File: config.mk
export PLATFORM = sky130hd
export DESIGN_NAME = uart_rx
export DESIGN_NICKNAME = d
export VERILOG_FILES = /design/src/rtl/uart_pkg.sv /design/src/rtl/sync_2ff.sv /design/src/rtl/uart_rx.sv
export SDC_FILE = /design/constraint.sdc
export NUM_CORES = 1
export LEC_CHECK = 0
export CORE_MARGIN = 8
export CORE_UTILIZATION = 50
export CTS_BUF_LIST = sky130_fd_sc_hd__clkbuf_8
export DETAILED_ROUTE_END_ITERATION = 16
export PLACE_DENSITY = 0.82
export SETUP_SLACK_MARGIN = 0.3
export SKIP_LAST_GASP = 1
export SLEW_MARGIN = 15
export SYNTH_ARGS = -nofsm -noshare
export SYNTH_HDL_FRONTEND = slang
export SYNTH_SLANG_ARGS = --single-unit
File: constraint.sdc
create_clock -name uart_clock -period 4.2 [get_ports uart_clock]
set_input_delay 1.26 -clock uart_clock [delete_from_list [all_inputs] [get_ports uart_clock]]
set_output_delay 1.26 -clock uart_clock [all_outputs]
set_load 0.02 [all_outputs]
File: src/rtl/uart_pkg.sv
// Shared UART definitions: baud encoding, receiver states and frame width.
`timescale 1ns/1ps
package uart_pkg;

   localparam int DATA_BITS = 8;

   typedef enum logic [1:0] {
      Idle,
      Start_Check,
      Receive_Data,
      Stop_Check
   } rx_state_t;

   function automatic logic [12:0] pulse_of(input logic [1:0] freq_control);
      case (freq_control)
         2'b00:   return 13'd5208;
         2'b01:   return 13'd434;
         2'b10:   return 13'd50;
         default: return 13'd12;
      endcase
   endfunction

endpackage

File: src/rtl/sync_2ff.sv
// Generic two-flop synchroniser; both stages come out of reset high (idle line).
`timescale 1ns/1ps
module sync_2ff (
   input  logic clk,
   input  logic rst,
   input  logic d,
   output logic q
);

   logic meta_reg;
   logic sync_reg;

   always_ff @(posedge clk or posedge rst) begin
      if (rst) begin
         meta_reg <= 1'b1;
         sync_reg <= 1'b1;
      end else begin
         meta_reg <= d;
         sync_reg <= meta_reg;
      end
   end

   assign q = sync_reg;

endmodule

File: src/rtl/uart_rx.sv
// 8N1 UART receiver with mid-bit sampling, one-deep holding register,
// and single-cycle framing-error / overrun pulses.
`timescale 1ns/1ps
module uart_rx
   import uart_pkg::*;
(
   input  logic       uart_clock,
   input  logic       uart_reset,
   input  logic       uart_d_in,
   input  logic [1:0] freq_control,
   input  logic       uart_rx_ack,
   output logic [7:0] uart_rx_data,
   output logic       uart_rx_valid,
   output logic       uart_rx_frame_err,
   output logic       uart_rx_overrun
);

   logic        rx_sync;
   logic        prev_reg;
   logic        start_det_reg;
   rx_state_t   state_reg, state_next;
   logic [12:0] clk_count_reg, clk_count_next;
   logic [2:0]  bit_count_reg, bit_count_next;
   logic [7:0]  shift_data_reg, shift_data_next;
   logic [12:0] pd_lat_reg, pd_lat_next;
   logic [7:0]  data_reg, data_next;
   logic        valid_reg, valid_next;
   logic        frame_err_reg, frame_err_next;
   logic        overrun_reg, overrun_next;
   logic        deliver;
   logic [12:0] half_period;

   sync_2ff u_sync (
      .clk (uart_clock),
      .rst (uart_reset),
      .d   (uart_d_in),
      .q   (rx_sync)
   );

   assign half_period = pd_lat_reg >> 1;

   // Edge detect is registered, so Start_Check begins three edges after the
   // synchroniser first samples the line low.
   always_ff @(posedge uart_clock or posedge uart_reset) begin
      if (uart_reset) begin
         prev_reg      <= 1'b1;
         start_det_reg <= 1'b0;
      end else begin
         prev_reg      <= rx_sync;
         start_det_reg <= prev_reg & ~rx_sync;
      end
   end

   always_ff @(posedge uart_clock or posedge uart_reset) begin
      if (uart_reset) begin
         state_reg      <= Idle;
         clk_count_reg  <= '0;
         bit_count_reg  <= '0;
         shift_data_reg <= '0;
         pd_lat_reg     <= '0;
         data_reg       <= '0;
         valid_reg      <= 1'b0;
         frame_err_reg  <= 1'b0;
         overrun_reg    <= 1'b0;
      end else begin
         state_reg      <= state_next;
         clk_count_reg  <= clk_count_next;
         bit_count_reg  <= bit_count_next;
         shift_data_reg <= shift_data_next;
         pd_lat_reg     <= pd_lat_next;
         data_reg       <= data_next;
         valid_reg      <= valid_next;
         frame_err_reg  <= frame_err_next;
         overrun_reg    <= overrun_next;
      end
   end

   always_comb begin
      state_next      = state_reg;
      clk_count_next  = clk_count_reg;
      bit_count_next  = bit_count_reg;
      shift_data_next = shift_data_reg;
      pd_lat_next     = pd_lat_reg;
      data_next       = data_reg;
      valid_next      = valid_reg;
      frame_err_next  = 1'b0;
      overrun_next    = 1'b0;
      deliver         = 1'b0;

      case (state_reg)
         Idle: begin
            if (start_det_reg) begin
               state_next     = Start_Check;
               clk_count_next = '0;
               pd_lat_next    = pulse_of(freq_control);
            end
         end
         Start_Check: begin
            clk_count_next = clk_count_reg + 13'd1;
            if (clk_count_reg == half_period) begin
               clk_count_next = '0;
               bit_count_next = '0;
               // A line that is high again at mid-start was only a glitch.
               state_next     = rx_sync ? Idle : Receive_Data;
            end
         end
         Receive_Data: begin
            clk_count_next = clk_count_reg + 13'd1;
            if (clk_count_reg == pd_lat_reg) begin
               shift_data_next = {rx_sync, shift_data_reg[7:1]};
               clk_count_next  = '0;
               bit_count_next  = bit_count_reg + 3'd1;
               if (bit_count_reg == 3'(DATA_BITS - 1))
                  state_next = Stop_Check;
            end
         end
         Stop_Check: begin
            clk_count_next = clk_count_reg + 13'd1;
            if (clk_count_reg == pd_lat_reg) begin
               clk_count_next = '0;
               state_next     = Idle;
               deliver        = rx_sync;
               frame_err_next = ~rx_sync;
            end
         end
         default: state_next = Idle;
      endcase

      // A same-cycle ack frees the holding register for the incoming byte.
      if (deliver) begin
         if (!valid_reg || uart_rx_ack) begin
            data_next  = shift_data_reg;
            valid_next = 1'b1;
         end else begin
            overrun_next = 1'b1;
         end
      end else if (valid_reg && uart_rx_ack) begin
         valid_next = 1'b0;
      end
   end

   assign uart_rx_data      = data_reg;
   assign uart_rx_valid     = valid_reg;
   assign uart_rx_frame_err = frame_err_reg;
   assign uart_rx_overrun   = overrun_reg;

endmodule

==> results of run 1 <==
-- per-layer routing --
layer	vias to the layer above	wire length, µm	track usage (%)
met3	7	176	2.70
met4	0	57	4.85
met1	797	2070	16.0
li1	795	-	-
met2	44	1990	19.3
met5	-	0	0
-- cell usage after synthesis, types with 3 or more instances --
master	n	area, µm²
mux2_4	8	120
inv_1	7	26.3
o211ai_1	4	30.0
o21ai_0	4	20.0
xor2_1	3	26.3
or3_1	7	43.8
nor3_1	6	30.0
nand2b_1	3	18.8
and3_1	5	31.3
nand4_1	4	25.0
mux2_2	12	135
ha_1	6	75.1
dfstp_2	3	78.8
mux2i_1	3	30.0
nand2_1	20	75.1
xnor2_1	6	52.6
buf_2	5	25.0
nor2_1	7	26.3
a21oi_1	7	35.0
o22ai_1	4	25.0
dfrtp_1	44	1100
nand3_1	6	30.0
clkbuf_1	7	26.3
-- final timing paths --
| path | slack [ns] | cells past startpoint | endpoint | startpoint |
|---|---|---|---|---|
| setup / recovery | 1.53 | 5 | uart_rx_data[5] | clk_count_reg[6] |
| hold / removal | 0.36 | 0 | u_sync.q | u_sync.meta_reg |
| setup reg to reg | 1.53 | 5 | uart_rx_data[5] | clk_count_reg[6] |
| hold reg to reg | 0.36 | 0 | u_sync.q | u_sync.meta_reg |
| max in group asynchronous | 2.13 | 2 | clk_count_reg[0] | uart_reset |
| min in group asynchronous | 1.49 | 2 | uart_rx_data[1] | uart_reset |
-- stage by stage --
step	utilization (%)	instance area, µm²	power, mW	cells	hold WS [ns]
after floorplan	-	2380	0.885	215	0.345
after global placement	54.1	2520	0.958	270	0.347
after detailed placement	54.1	2520	0.971	270	0.347
after CTS	56.1	2610	1.25	278	0.366
after global routing	56.2	2620	1.33	278	0.368
final	56.2	2620	1.25	278	0.365
-- report_power, final --
group | leakage [nW] | switching [mW] | total [mW] | internal [mW]
Clock | 0.0489 | 0.160 | 0.281 | 0.121
Sequential | 0.622 | 0.110 | 0.626 | 0.516
Combinational | 0.517 | 0.181 | 0.341 | 0.160
Total | 1.19 | 0.451 | 1.25 | 0.796
-- worst max-delay path, stage by stage, from the launching register on --
cell and delay, ns:
dfrtp_1 0.47, or4_1 0.52, a222oi_1 0.48, and3_1 0.38, and4_4 0.38, mux2_4 0.32
-- cell families after synthesis --
| kind of cell | after synthesis | synth area share [%] |
|---|---|---|
| AOI/OAI and AO/OA | 41 | 12.4 |
| xor gates and xnor gates | 9 | 3.31 |
| adders and majority gates | 6 | 3.15 |
| buffers and inverters | 22 | 5.05 |
| DFF | 47 | 49.6 |
| muxes | 23 | 12.0 |
| and+or+nand+nor | 67 | 14.6 |
-- cell type report --
class	count	area (µm²)	share of cell area, %
clock buffer	5	68.8	2.63
tap	54	67.6	2.58
multi-input combinational	146	1090	41.7
sequential	47	1180	45.1
inverter	7	26.3	1.00
clock inverter	3	22.5	0.860
timing repair buffer	16	160	6.12
==> metrics.md, run 1 <==
| Metric | Value |
|---|---|
| Mapped Area | 2380 µm² |
| CP arrival | 2.85 ns |
| Later-pin clock latency in the skew report | 0.30 ns |
| Port buffer count | 16 |
| IO Pins | 17 |
| Vias per inst | 5.91 |
| DRT Pass-1 Iters | 4 |
| Final clock skew | 0.00598 ns |
| # rows | 25 |
| Max Clk Rate | 375 MHz |
| Final #Nets | 235 |
| Post-Route WL | 4.29 mm |
| # hold bufs at CTS | 0 |
| Syn nets | 227 |
| Commonest non-fill, non-tap cells in the layout | dfrtp_1, nand2_1, clkdlybuf4s50_1 |
| Slew Viols, Final | 0 |
| Leakage | 1.19 nW |
| CP endpoint kind | register |
| Part of the cycle the worst path needs | 63.5% |
| Largest net degree at the start of global routing | 48 |
| Routed via count | 1643 |
| Crit start category | register |
| Antenna violations before repair | 0 |
| DR WL/cell | 15.4 µm |
| RSZ-0062 raised after global routing | no |
| Flops & latches, synth | 47 |
| Initial core utilization | 51.1% |
| Seq/Total Area, Yosys | 49.6% |
| Status | finished clean |
| # H-tree levels | 2 |
| Final hold viol count | 0 |
| Most common cell after layout, fill and taps aside | dfrtp_1 |
| Pwr Density | 477 nW/µm² |
| Dominant synthesized flop cell | dfrtp_1 |
| # DRC | 0 |
| Post-synth EDFFs | 0 |
| CTS tree | yes |
| Synthesis warning total | 0 |
| Tot GR Track Use | 12.3% |
| DRT iter0 DRCs | 107 |
| Vias in the first global route | 1467 |
| Max reg flops | 13 |
| Gate Count Post-Synth | 215 |
| Remaining Overflow, GRT | 0 |
| Clock root buffer | clkbuf_8 |
| FILL cells | 395 |
| Post-cts gate resize count | 0 |
| Unique masters post-synth | 44 |
| Worst Hold Class | register to register |
| Worst-path clk slew | 0.09 ns |
| Antenna cell count | 0 |
| First-pass GRT wire length | 7.17 mm |
| CTS Buf Count | 5 |
| Worst Max-Slew Pin Slew | 1.01 ns |
| Max cap viols | 0 |
| Deepest clock path buffer count | 2 |
| Crit Path Class | register to register |
| Die area | 7220 µm² |
| Setup Fix Bufs, Post-CTS | 0 |
| CP required | 4.39 ns |
| Slew HR | 32.6% |
| CP max FO | 9 |
| Core area | 4660 µm² |
| Final worst slack | 1.53 ns |
| Share of layout cells above drive strength 1 | 16.1% |
| Final min period | 2.67 ns |
| Syn_area_per_cell | 11.1 µm² |
| RePlAce Congestion | 0.840 |
| Clock sink count | 47 |
| Place WS | 1.55 ns |
| Die Wd | 85.0 µm |
| Final setup fails | 0 |
| Post-synth ARST share | 100% |
| DP HPWL | 3.07 mm |
| Worst VDD drop | 341 µV |
| Detail Route Antenna Nets | 0 |
| Area grow syn2layout | 9.99% |
| Total negative slack | 0 ns |
| DIE HEIGHT | 85.0 µm |
No activity file was read; power rests on OpenSTA's default activity.
==> run 2: changes to the inputs <==
==> constraint.sdc (replaced) <==
create_clock -name uart_clock -period 2.55 [get_ports uart_clock]
set_input_delay 0.765 -clock uart_clock [delete_from_list [all_inputs] [get_ports uart_clock]]
set_output_delay 0.765 -clock uart_clock [all_outputs]
set_load 0.02 [all_outputs]
==> run 2 against run 1 <==
Against the previous run:
- power increased by 94%
- sequential share of layout area decreased by 3.8 points
- wire length increased by 27%
- combinational power increased by 140%
- critical path type unchanged
- critical endpoint unchanged
- largest cell class unchanged
==> metrics.md, run 2 (synthesis gave the netlist of run 1 again) <==
| Metric | Value |
|---|---|
| Pwr Density | 845 nW/µm² |
| Final hold viol count | 0 |
| Power, Total | 2.42 mW |
| Hold depth | 0 |
| Die Wd | 85.0 µm |
| Die area | 7220 µm² |
| Slew Viols, Final | 0 |
| First-pass GRT wire length | 8.18 mm |
| Slowest stage delay, CP | 0.53 ns |
| Part of the cycle the worst path needs | 95.1% |
| Worst VDD drop | 753 µV |
| Placed cell areas | 2600 µm² |
| Slowest cell on crit path | or4_1 |
| DIE HEIGHT | 85.0 µm |
| Deepest clock path buffer count | 2 |
| Largest net degree at the start of global routing | 28 |
| Area grow syn2layout | 20.2% |
| CP arrival | 2.61 ns |
| Initial core utilization | 51.1% |
| IO Pins | 17 |
| Leakage | 1.31 nW |
| Port buffer count | 16 |
| DR WL/cell | 18.3 µm |
| Vias per inst | 5.98 |
| Final design area excluding fillers | 2860 µm² |
| # rows | 25 |
| Remaining Overflow, GRT | 0 |
| Antenna violations before repair | 0 |
| CTS Buf Count | 5 |
| Tot GR Track Use | 14.0% |
| RePlAce Congestion | 0.864 |
| Final clock skew | 0.0114 ns |
| DP HPWL | 3.30 mm |
| Most common cell after layout, fill and taps aside | dfrtp_1 |
| Critical-path cell list | or4_1 > a222oi_1 > buf_4 > and3_4 > and4_4 > mux2_4 |
| DRT iter0 DRCs | 214 |
| Antenna cell count | 0 |
| Final #Nets | 255 |
| CTS tree | yes |
| CP required | 2.74 ns |
| Max cap viols | 0 |
| Share of layout cells above drive strength 1 | 25.0% |
| Worst-path clk slew | 0.09 ns |
| Post-Route WL | 5.45 mm |
| Final setup fails | 0 |
| Clock sink count | 47 |
| Detail Route Antenna Nets | 0 |
| CP endpoint kind | register |
| # hold bufs at CTS | 0 |
| Crit Path Class | register to register |
| Max reg flops | 13 |
| Later-pin clock latency in the skew report | 0.31 ns |
| Slew HR | 59.9% |
| Vias in the first global route | 1725 |
| CP max FO | 8 |
| Crit start category | register |
| Clock root buffer | clkbuf_8 |
| Worst Max-Slew Pin Slew | 0.601 ns |
| Worst Hold Class | register to register |
| Routed via count | 1781 |
| Final min period | 2.43 ns |
| Commonest non-fill, non-tap cells in the layout | dfrtp_1, nand2_1, clkdlybuf4s50_1 |
| Total negative slack | 0 ns |
| # H-tree levels | 2 |
| DRT Pass-1 Iters | 4 |
| Path depth of the worst reg2reg path | 6 |
| # DRC | 0 |
| Core area | 4660 µm² |
| RSZ-0062 raised after global routing | yes |
| Status | finished clean |
| Max Clk Rate | 412 MHz |
-- run 2: area by class of cell --
class,count,area [µm²]
Fill cell,342,1800
Clock inverter,3,41.3
Multi-Input combinational cell,147,1140
Timing Repair Buffer,35,338
Sequential cell,47,1180
Clock buffer,5,68.8
Tap cell,54,67.6
Inverter,7,26.3
-- run 2: path summary, 6_finish.rpt --
check | to | start | slack [ns]
worst min-delay path | u_sync.q | u_sync.meta_reg | 0.36
worst max register to register | uart_rx_data[5] | clk_count_reg[6] | 0.12
worst min register to register | u_sync.q | u_sync.meta_reg | 0.36
min in group asynchronous | clk_count_reg[10] | uart_reset | 0.84
max in group asynchronous | uart_rx_data[6] | uart_reset | 1.19
worst max-delay path | uart_rx_data[5] | clk_count_reg[6] | 0.12
-- run 2: timing repair --
item / CTS / global route
gates cloned: 0 / 2
resized for setup: 2 / 17
endpoints found under the hold margin: 0 / 0
pin swaps: 2 / 4
endpoints found under the setup margin: 14 / 31
setup buffers: 3 / 5
-- run 2: worst max-delay path, delay by kind of cell, from the launching register on --
| kind | cells | cell delay (ns) |
|---|---|---|
| flops | 1 | 0.38 |
| simple gates | 3 | 1.04 |
| buf+inv | 1 | 0.19 |
| mux | 1 | 0.32 |
| compound gates | 1 | 0.37 |
-- run 2: per-layer routing --
layer | vias up | part of all wire [%] | GRT usage [%]
met3 | 20 | 7.3 | 4.34
li1 | 832 | - | -
met2 | 81 | 48 | 20.9
met5 | - | 0 | 0
met1 | 848 | 42 | 17.9
met4 | 0 | 3.0 | 6.47
-- run 2: through the flow --
stage | instances | setup WS (ns) | hold WS, ns | utilization (%)
detailed placement | 280 | 0.140 | 0.351 | 55.8
finish | 298 | 0.124 | 0.361 | 61.4
floorplan | 215 | 0.0821 | 0.345 | -
CTS | 291 | 0.208 | 0.363 | 58.9
global placement | 280 | 0.207 | 0.347 | 55.8
global route | 298 | 0.0667 | 0.367 | 61.4
-- run 2: power by group --
part	internal (mW)	switching (mW)
clock network	0.289	0.262
registers	0.853	0.185
logic	0.394	0.434
total	1.54	0.881
==> run 3: changes to the inputs <==
--- a/config.mk
+++ b/config.mk
@@ -5,6 +5,7 @@
 export SDC_FILE = /design/constraint.sdc
 export NUM_CORES = 1
 export LEC_CHECK = 0
+export ABC_CLOCK_PERIOD_IN_PS = 2550
 export CORE_MARGIN = 8
 export CORE_UTILIZATION = 50
 export CTS_BUF_LIST = sky130_fd_sc_hd__clkbuf_8
==> results of run 3 <==
No change in the layout: final DEF, timing and power equal those of run 2.
